--- src/rtl/phy_tx_pkg.sv ---
// Shared constants and types for the PHY transmit serializer.
package phy_tx_pkg;

  localparam int unsigned BYTE_W     = 8;
  localparam int unsigned CNT_W      = 3;
  localparam int unsigned SYNC_CNT_W = 4;

  localparam logic [BYTE_W-1:0] COM_SYMBOL = 8'hBC;

  localparam logic [0:0] SYNC   = 1'b0;
  localparam logic [0:0] ACTIVE = 1'b1;

  // Byte offered to the shift register at the next byte boundary.
  typedef struct packed {
    logic [BYTE_W-1:0] data;
    logic              is_data;
  } load_t;

endpackage

--- src/rtl/par2serial_tx_if.sv ---
// Byte-in / bit-out bus of the transmit serializer.
interface par2serial_tx_if;
  import phy_tx_pkg::*;

  logic [BYTE_W-1:0] data_in;
  logic              valid_in;
  logic              ready_out;
  logic              serial_out;
  logic              data_bit_out;
  logic              active_out;

  modport master (
    output data_in, valid_in,
    input  ready_out, serial_out, data_bit_out, active_out
  );

  modport slave (
    input  data_in, valid_in,
    output ready_out, serial_out, data_bit_out, active_out
  );

endinterface

--- src/rtl/piso_shift8.sv ---
// 8-bit load/shift register, MSB first, with a per-byte data flag and bit counter.
module piso_shift8
  import phy_tx_pkg::*;
#(
  parameter logic [BYTE_W-1:0] IDLE_BYTE = COM_SYMBOL
) (
  input  logic             clk,
  input  logic             reset_L,
  input  load_t            load_i,
  output logic [CNT_W-1:0] bit_cnt_o,
  output logic             serial_o,
  output logic             data_bit_o
);

  logic [BYTE_W-1:0] shift_q, shift_d;
  logic              flag_q, flag_d;
  logic [CNT_W-1:0]  bit_cnt_q, bit_cnt_d;
  logic              serial_q, serial_d;
  logic              data_bit_q, data_bit_d;

  // Shift every clock; reload from load_i on the last bit of a byte.
  always_comb begin
    shift_d    = shift_q << 1;
    flag_d     = flag_q;
    bit_cnt_d  = bit_cnt_q + CNT_W'(1);
    serial_d   = shift_q[BYTE_W-1];
    data_bit_d = flag_q;
    if (bit_cnt_q == CNT_W'(BYTE_W - 1)) begin
      shift_d   = load_i.data;
      flag_d    = load_i.is_data;
      bit_cnt_d = '0;
    end
  end

  always_ff @(posedge clk or negedge reset_L) begin
    if (!reset_L) begin
      shift_q    <= IDLE_BYTE;
      flag_q     <= 1'b0;
      bit_cnt_q  <= '0;
      serial_q   <= 1'b0;
      data_bit_q <= 1'b0;
    end else begin
      shift_q    <= shift_d;
      flag_q     <= flag_d;
      bit_cnt_q  <= bit_cnt_d;
      serial_q   <= serial_d;
      data_bit_q <= data_bit_d;
    end
  end

  assign bit_cnt_o  = bit_cnt_q;
  assign serial_o   = serial_q;
  assign data_bit_o = data_bit_q;

endmodule

--- src/rtl/par2serial_tx.sv ---
// Transmit serializer: COM training burst after reset, then data bytes with COM idle fill.
module par2serial_tx
  import phy_tx_pkg::*;
#(
  parameter logic [BYTE_W-1:0] COM_SYMBOL = phy_tx_pkg::COM_SYMBOL,
  parameter int unsigned       SYNC_COUNT = 4
) (
  input  logic            clk,
  input  logic            reset_L,
  par2serial_tx_if.slave  bus
);

  logic [0:0]            state_q, state_d;
  logic [SYNC_CNT_W-1:0] sync_cnt_q, sync_cnt_d;
  logic                  ready_q, ready_d;
  logic [CNT_W-1:0]      bit_cnt;
  logic                  boundary;
  load_t                 load;

  assign boundary = (bit_cnt == CNT_W'(BYTE_W - 1));

  // FSM, sync counter and next-slot ready decode.
  always_comb begin
    state_d      = state_q;
    sync_cnt_d   = sync_cnt_q;
    load.is_data = (state_q == ACTIVE) && bus.valid_in;
    load.data    = load.is_data ? bus.data_in : COM_SYMBOL;
    if (boundary && (state_q == SYNC)) begin
      sync_cnt_d = sync_cnt_q + SYNC_CNT_W'(1);
      if (sync_cnt_q == SYNC_CNT_W'(SYNC_COUNT - 1)) begin
        state_d = ACTIVE;
      end
    end
    // ready_q mirrors (state == ACTIVE && bit_cnt == 7) one edge ahead.
    ready_d = (state_d == ACTIVE) && (bit_cnt == CNT_W'(BYTE_W - 2));
  end

  always_ff @(posedge clk or negedge reset_L) begin
    if (!reset_L) begin
      state_q    <= SYNC;
      sync_cnt_q <= '0;
      ready_q    <= 1'b0;
    end else begin
      state_q    <= state_d;
      sync_cnt_q <= sync_cnt_d;
      ready_q    <= ready_d;
    end
  end

  piso_shift8 #(
    .IDLE_BYTE (COM_SYMBOL)
  ) u_piso (
    .clk        (clk),
    .reset_L    (reset_L),
    .load_i     (load),
    .bit_cnt_o  (bit_cnt),
    .serial_o   (bus.serial_out),
    .data_bit_o (bus.data_bit_out)
  );

  assign bus.ready_out  = ready_q;
  assign bus.active_out = (state_q == ACTIVE);

endmodule

--- src/flat_wrapper.sv ---
// flat-port wrapper written by rule: the top's interface ports become plain ports
module par2serial_tx_flat import phy_tx_pkg::*;
#(
  parameter logic [BYTE_W-1:0] COM_SYMBOL = phy_tx_pkg::COM_SYMBOL,
  parameter int unsigned       SYNC_COUNT = 4
)
  (clk, reset_L, bus_data_in, bus_valid_in, bus_ready_out, bus_serial_out, bus_data_bit_out, bus_active_out);
  par2serial_tx_if bus_i ();
  input  logic clk;
  input  logic reset_L;
  input wire logic [$bits(bus_i.data_in)-1:0] bus_data_in;
  input wire logic [$bits(bus_i.valid_in)-1:0] bus_valid_in;
  output wire logic [$bits(bus_i.ready_out)-1:0] bus_ready_out;
  output wire logic [$bits(bus_i.serial_out)-1:0] bus_serial_out;
  output wire logic [$bits(bus_i.data_bit_out)-1:0] bus_data_bit_out;
  output wire logic [$bits(bus_i.active_out)-1:0] bus_active_out;
  assign bus_i.data_in = bus_data_in;
  assign bus_i.valid_in = bus_valid_in;
  assign bus_ready_out = bus_i.ready_out;
  assign bus_serial_out = bus_i.serial_out;
  assign bus_data_bit_out = bus_i.data_bit_out;
  assign bus_active_out = bus_i.active_out;
  par2serial_tx #(.COM_SYMBOL(COM_SYMBOL), .SYNC_COUNT(SYNC_COUNT)) u_core (.clk(clk), .reset_L(reset_L), .bus(bus_i));
endmodule
--- config.mk ---
export PLATFORM = sky130hd
export DESIGN_NAME = par2serial_tx_flat
export DESIGN_NICKNAME = d
export VERILOG_FILES = /design/src/rtl/phy_tx_pkg.sv /design/src/rtl/par2serial_tx_if.sv /design/src/rtl/piso_shift8.sv /design/src/rtl/par2serial_tx.sv /design/src/flat_wrapper.sv
export SDC_FILE = /design/constraint.sdc
export NUM_CORES = 1
export LEC_CHECK = 0
export CORE_MARGIN = 2
export CORE_UTILIZATION = 44
export CTS_BUF_LIST = sky130_fd_sc_hd__clkbuf_8
export DETAILED_ROUTE_END_ITERATION = 8
export HOLD_SLACK_MARGIN = 0.03
export PLACE_DENSITY = 0.7
export SYNTH_ARGS = -nofsm -noshare
export SYNTH_HDL_FRONTEND = slang
export SYNTH_SLANG_ARGS = --single-unit
export TNS_END_PERCENT = 5
--- constraint.sdc ---
create_clock -name clk -period 2 [get_ports clk]
set_input_delay 0.2 -clock clk [delete_from_list [all_inputs] [get_ports clk]]
set_output_delay 0.2 -clock clk [all_outputs]
set_load 0.03 [all_outputs]
* Yosys cells after proc, flatten, opt, wreduce, memory -nomap -nowiden
Cells that the tools add are included.
W data, S select, Z words.
** Operators by class
- Reductions and logical operators :: 3
- Add/subtract/negate cells :: 2
- Bitwise operators :: 1
- Equal/unequal tests :: 3
- Muxes and demuxes :: 5
** Operator list (number)
- $mux W8 :: 2
- $eq A3 B3 Y1 const B :: 2
- $add A4 B1 Y4 const B :: 1
- $eq A4 B2 Y1 const B :: 1
- $add A3 B1 Y3 const B :: 1
- $logic_and A1 B1 Y1 :: 3
- $mux W3 :: 1
- $mux W1 :: 2
- $not A1 Y1 :: 1
** Storage, ports and cells
- Output and inout bits :: 4
- Word-level logic and storage cells :: 22
- Register bits after elaboration :: 20

* Depth between registers and ports, before layout
- Word-level depth :: 4
- Depth in mapped cells :: 5

* Modules after synthesis
From an unflattened synthesis, not the netlist that was laid out.
** Unflattened totals
- Cells, all modules :: 56
- Area, all modules :: 843.3 um^2
** By module, submodules not included
- piso_shift8 :: sequential area each 356.6 um^2, times used 1, cells each 28, area an instance 531.8 um^2
- par2serial_tx :: sequential area each 150.1 um^2, times used 1, cells each 28, area an instance 311.5 um^2

* Worst setup path after synthesis
OpenSTA, ideal clock, no wires.
- Path kind :: reg-to-reg
- Start :: reg u_core.u_piso.bit_cnt_q[0] (netlist: u_core.u_piso.bit_cnt_o[0])
- End :: reg u_core.sync_cnt_q[1]
- Buffers on the path :: 0
- Cell stages (with the launch flop) :: 5
- Slack :: 0.697 ns
- Data arrival time :: 1.179 ns
- Path through :: dfrtp_1 > ha_1 > ha_1 > nor2b_4 > mux2_2
** Between the ends
- Word-level cells in the longest chain between the ends :: 2
** RTL lines
- from (decl) :: line piso_shift8.sv:17 : logic [CNT_W-1:0] bit_cnt_q, bit_cnt_d;
- from (signal assigned) :: line piso_shift8.sv:45 : bit_cnt_q <= bit_cnt_d;
- $eq A3 B3 Y1 :: line par2serial_tx.sv:20 : assign boundary = (bit_cnt == CNT_W'(BYTE_W - 1));
- $logic_and A1 B1 Y1 :: line par2serial_tx.sv:28 : if (boundary && (state_q == SYNC)) begin
- to (signal assigned) :: line par2serial_tx.sv:45 : sync_cnt_q <= sync_cnt_d;
- to (decl) :: line par2serial_tx.sv:14 : logic [SYNC_CNT_W-1:0] sync_cnt_q, sync_cnt_d;
No other way between the ends.
A chain may end at the register's enable or synchronous reset.

* Worst setup path in the final report
- Start :: reg u_core.state_q (netlist: u_core.bus.active_out)
- End :: out bus_active_out
** RTL lines
- from (decl) :: line par2serial_tx.sv:13 : logic [0:0] state_q, state_d;
- from (signal assigned) :: line par2serial_tx.sv:44 : state_q <= state_d;
- to (decl) :: line flat_wrapper.sv:16 : output wire logic [$bits(bus_i.active_out)-1:0] bus_active_out;
No word-level cell between the ends.

==> summary.md <==
| Metric | Value |
|---|---|
| Fin. max-slew vios | `0` |
| Dpl cell area | `approximately 930 µm²` |
| Syn Area/Cell | `between 10 and 15 µm²` |
| Cts repair resizes | `0` |
| Drt wl/cell | `roughly 13 µm` |
| Root buf cell | `clkbuf_8` |
| Largest net degree at the start of global routing | `21` |
| Final nets | `a little under 90` |
| Pwr per Cell Area | `roughly 740 nW/µm²` |
| Final setup viols | `0` |
| Number of setup buffers added after CTS | `0` |
| Starting density of the core | `between 40% and 50%` |
| Clk buf depth | `2` |
| Result of the run | `finished clean` |
| Chip Height | `about 46 µm` |
| Clock sink count | `20` |
| Fillers | `about 140` |
| Post-CTS Hold Fix Bufs | `0` |
| CP Launch Type | `flip-flop` |
| Number of global-route vias before repair | `410` |
| Cells after Synth | `54` |
| Max incr delay on CP | `0.73 ns` |
| Worst vdd ir | `between 0.4 and 0.5 mV` |
| IO buf count | `14` |
| H-tree levels | `1` |
| Antenna diodes | `0` |
| Clk_skew | `approximately 0.00086 ns` |
| # IOs | `15` |
| Rows | `15` |
| Hpwl dp | `883 µm` |
| Sequential element share of the synthesized area | `around two thirds` |
| Max-Cap Viols | `0` |
| Highest Clock Rate | `approximately 600 MHz` |
| CP cell instances | `clkdlybuf4s50_1` |
| Post-route clock period utilization | `84.0%` |
| Slowest CP cell | `clkdlybuf4s50_1` |
| RSZ-0062 raised after global routing | `no` |
| Hold Fails Final Rpt | `0` |
| Crit-path leading delay family | `buffers and inverters` |
| Crit-path max FO | `5` |
| Switching power | `145 µW` |
| Layout cell share with drive strength beyond 1 | `between 20% and 30%` |
| Antenna viol nets, final | `0` |
| Setup_tns | `0 ns` |
| CP Class | `flip-flop to primary output` |
| Initial antenna violation count | `0` |
| GPL Wtd Cong | `0.689` |
| Slew headroom | `between 70% and 80%` |
| Chip width | `between 40 and 50 µm` |
| Cell Area, Synth | `roughly 760 µm²` |
| Pre-antenna DRT Iters | `3` |
| Arrival time at the worst endpoint | `about 1.5 ns` |
| Distinct cell type count after synthesis | `19` |
| Vias per cell | `4.76` |
| Post-synthesis register bit count | `20` |
| Area Growth Syn to Fin | `28.0%` |
| Most frequent cells in the layout | `15 x dfrtp_1, 14 x clkdlybuf4s50_1, 6 x inv_1, 5 x o22a_1, 5 x dfstp_2` |
| Critical Path Sink Type | `primary output` |
| Die Area | `between 2000 and 2500 µm²` |
| Switching portion of total power | `around 20%` |
| Power, Total | `727 µW` |
| Synth warnings | `0` |
| LEAKAGE | `roughly 0.00045 µW` |
| Core ar. | `1670 µm²` |
| First-pass GRT wire length | `approximately 1.9 mm` |
| Clock power frac | `a little over a third` |
| Reg2reg setup slack | `0.50 ns` |
| Via count | `428` |
| Critical Path RT | `1.80 ns` |
| Hold WS | `0.277 ns` |
| DR iter-0 viols | `8` |
| Worst-Margin Slew | `between 0.3 and 0.4 ns` |
| Clk Latency, worst-skew pair | `roughly 0.25 ns` |
| Total GRT Usage | `approximately 14%` |
| Area of the multi-input gates | `231 µm²` |
| Worst hold path type | `primary input to asynchronous set/reset pin` |
| Reg power frac | `a little under 60%` |
| Drt total wl | `~1.2 mm` |
| Comb power frac | `6.2%` |
| DRC | `0` |
| Count of buffer and inverter cells on the critical path | `1` |
| Cts bufs inserted | `3` |
| Reg clk slew, reported paths | `0.07 ns` |
| CTS tree | `yes` |
| Period minus WS final | `about 1.7 ns` |
| Most common cell after layout, fill and taps aside | `dfrtp_1` |
| Cell-internal power | `between 500 and 600 µW` |
| Total grt overflow | `0` |
| Reg area | `507 µm²` |
| Synth Net Count | `69` |
| Final non-filler cell area | `between 900 and 1000 µm²` |
-- through the flow --
step	std cells	utilization, %	setup WS, ns
after global placement	86	55.9	0.542
after floorplan	54	-	0.697
after global routing	90	58.6	0.263
final	90	58.6	0.320
after CTS	90	58.6	0.302
after detailed placement	86	55.9	0.518
-- cells by family (layout without fill, tap and decap cells) --
family          count (synthesis)  in the layout  share of synthesized area, %
simple gates                   11             11                          9.99
mux                             1              1                          1.47
xor+xnor                        3              3                          3.44
flops                          20             20                          66.3
compound gates                  9              9                          8.84
fa+ha+maj                       4              4                          6.55
buf+inv                         6             25                          3.44
-- Yosys cell counts (all sizes together) --
library cell / count / area share (%)
nor2b: 1 / 1.8
nand2: 3 / 1.5
mux2: 1 / 1.5
nor2: 2 / 0.98
ha: 4 / 6.5
inv: 5 / 2.5
and2: 1 / 0.82
o22a: 5 / 5.7
o21ai: 3 / 2.0
xnor2: 2 / 2.3
and3: 2 / 1.8
xor2: 1 / 1.1
dfstp: 5 / 17
buf: 1 / 0.98
nand4: 1 / 0.82
a31o: 1 / 1.1
dfrtp: 15 / 49
nand3: 1 / 2.3
-- power by group through the flow --
stage / sequential, µW / combinational, µW / clock [µW]
finish: 422 / 45.2 / 260
global route: 422 / 49.7 / 287
CTS: 422 / 45.9 / 263
detailed placement: 429 / 45.8 / 0
global placement: 429 / 45.6 / 0
floorplan: 432 / 6.63 / 0
-- sequential cells by signal, indices dropped and copies added, names as in the netlist --
signal / flops
u_core.u_piso.data_bit_o: 1
u_core.u_piso.serial_o: 1
u_core.sync_cnt_q: 4
u_core.bus.active_out: 1
u_core.u_piso.shift_q: 8
u_core.bus.ready_out: 1
u_core.u_piso.data_bit_d: 1
u_core.u_piso.bit_cnt_o: 3
-- cell type report --
type | instances | area share, %
inverter | 5 | 1.92
clock inverter | 1 | 0.384
timing repair buffer | 16 | 15.9
sequential | 20 | 51.8
multi-input combinational | 28 | 23.7
clock buffer | 3 | 4.22
tap | 17 | 2.17
-- path summary, 6_finish.rpt --
path / from / endpoint / cells past startpoint
max: u_core.bus.active_out / bus_active_out / 1
min: reset_L / u_core.sync_cnt_q[1] / 2
max reg2reg: u_core.u_piso.bit_cnt_o[0] / u_core.u_piso.shift_q[6] / 6
min reg2reg: u_core.u_piso.data_bit_d / u_core.u_piso.data_bit_o / 0
max in group asynchronous: reset_L / u_core.u_piso.shift_q[5] / 2
min in group clk: u_core.u_piso.data_bit_d / u_core.u_piso.data_bit_o / 0
-- routing by layer --
layer / vias to the layer above / global-route usage, % / wire length, µm
li1: 221 / - / -
met1: 199 / 20.1 / 578
met2: 8 / 18.3 / 546
met3: 0 / 4.76 / 38
met4: 0 / 7.06 / 0
met5: - / 0 / 0
No activity file was read; power rests on OpenSTA's default activity.
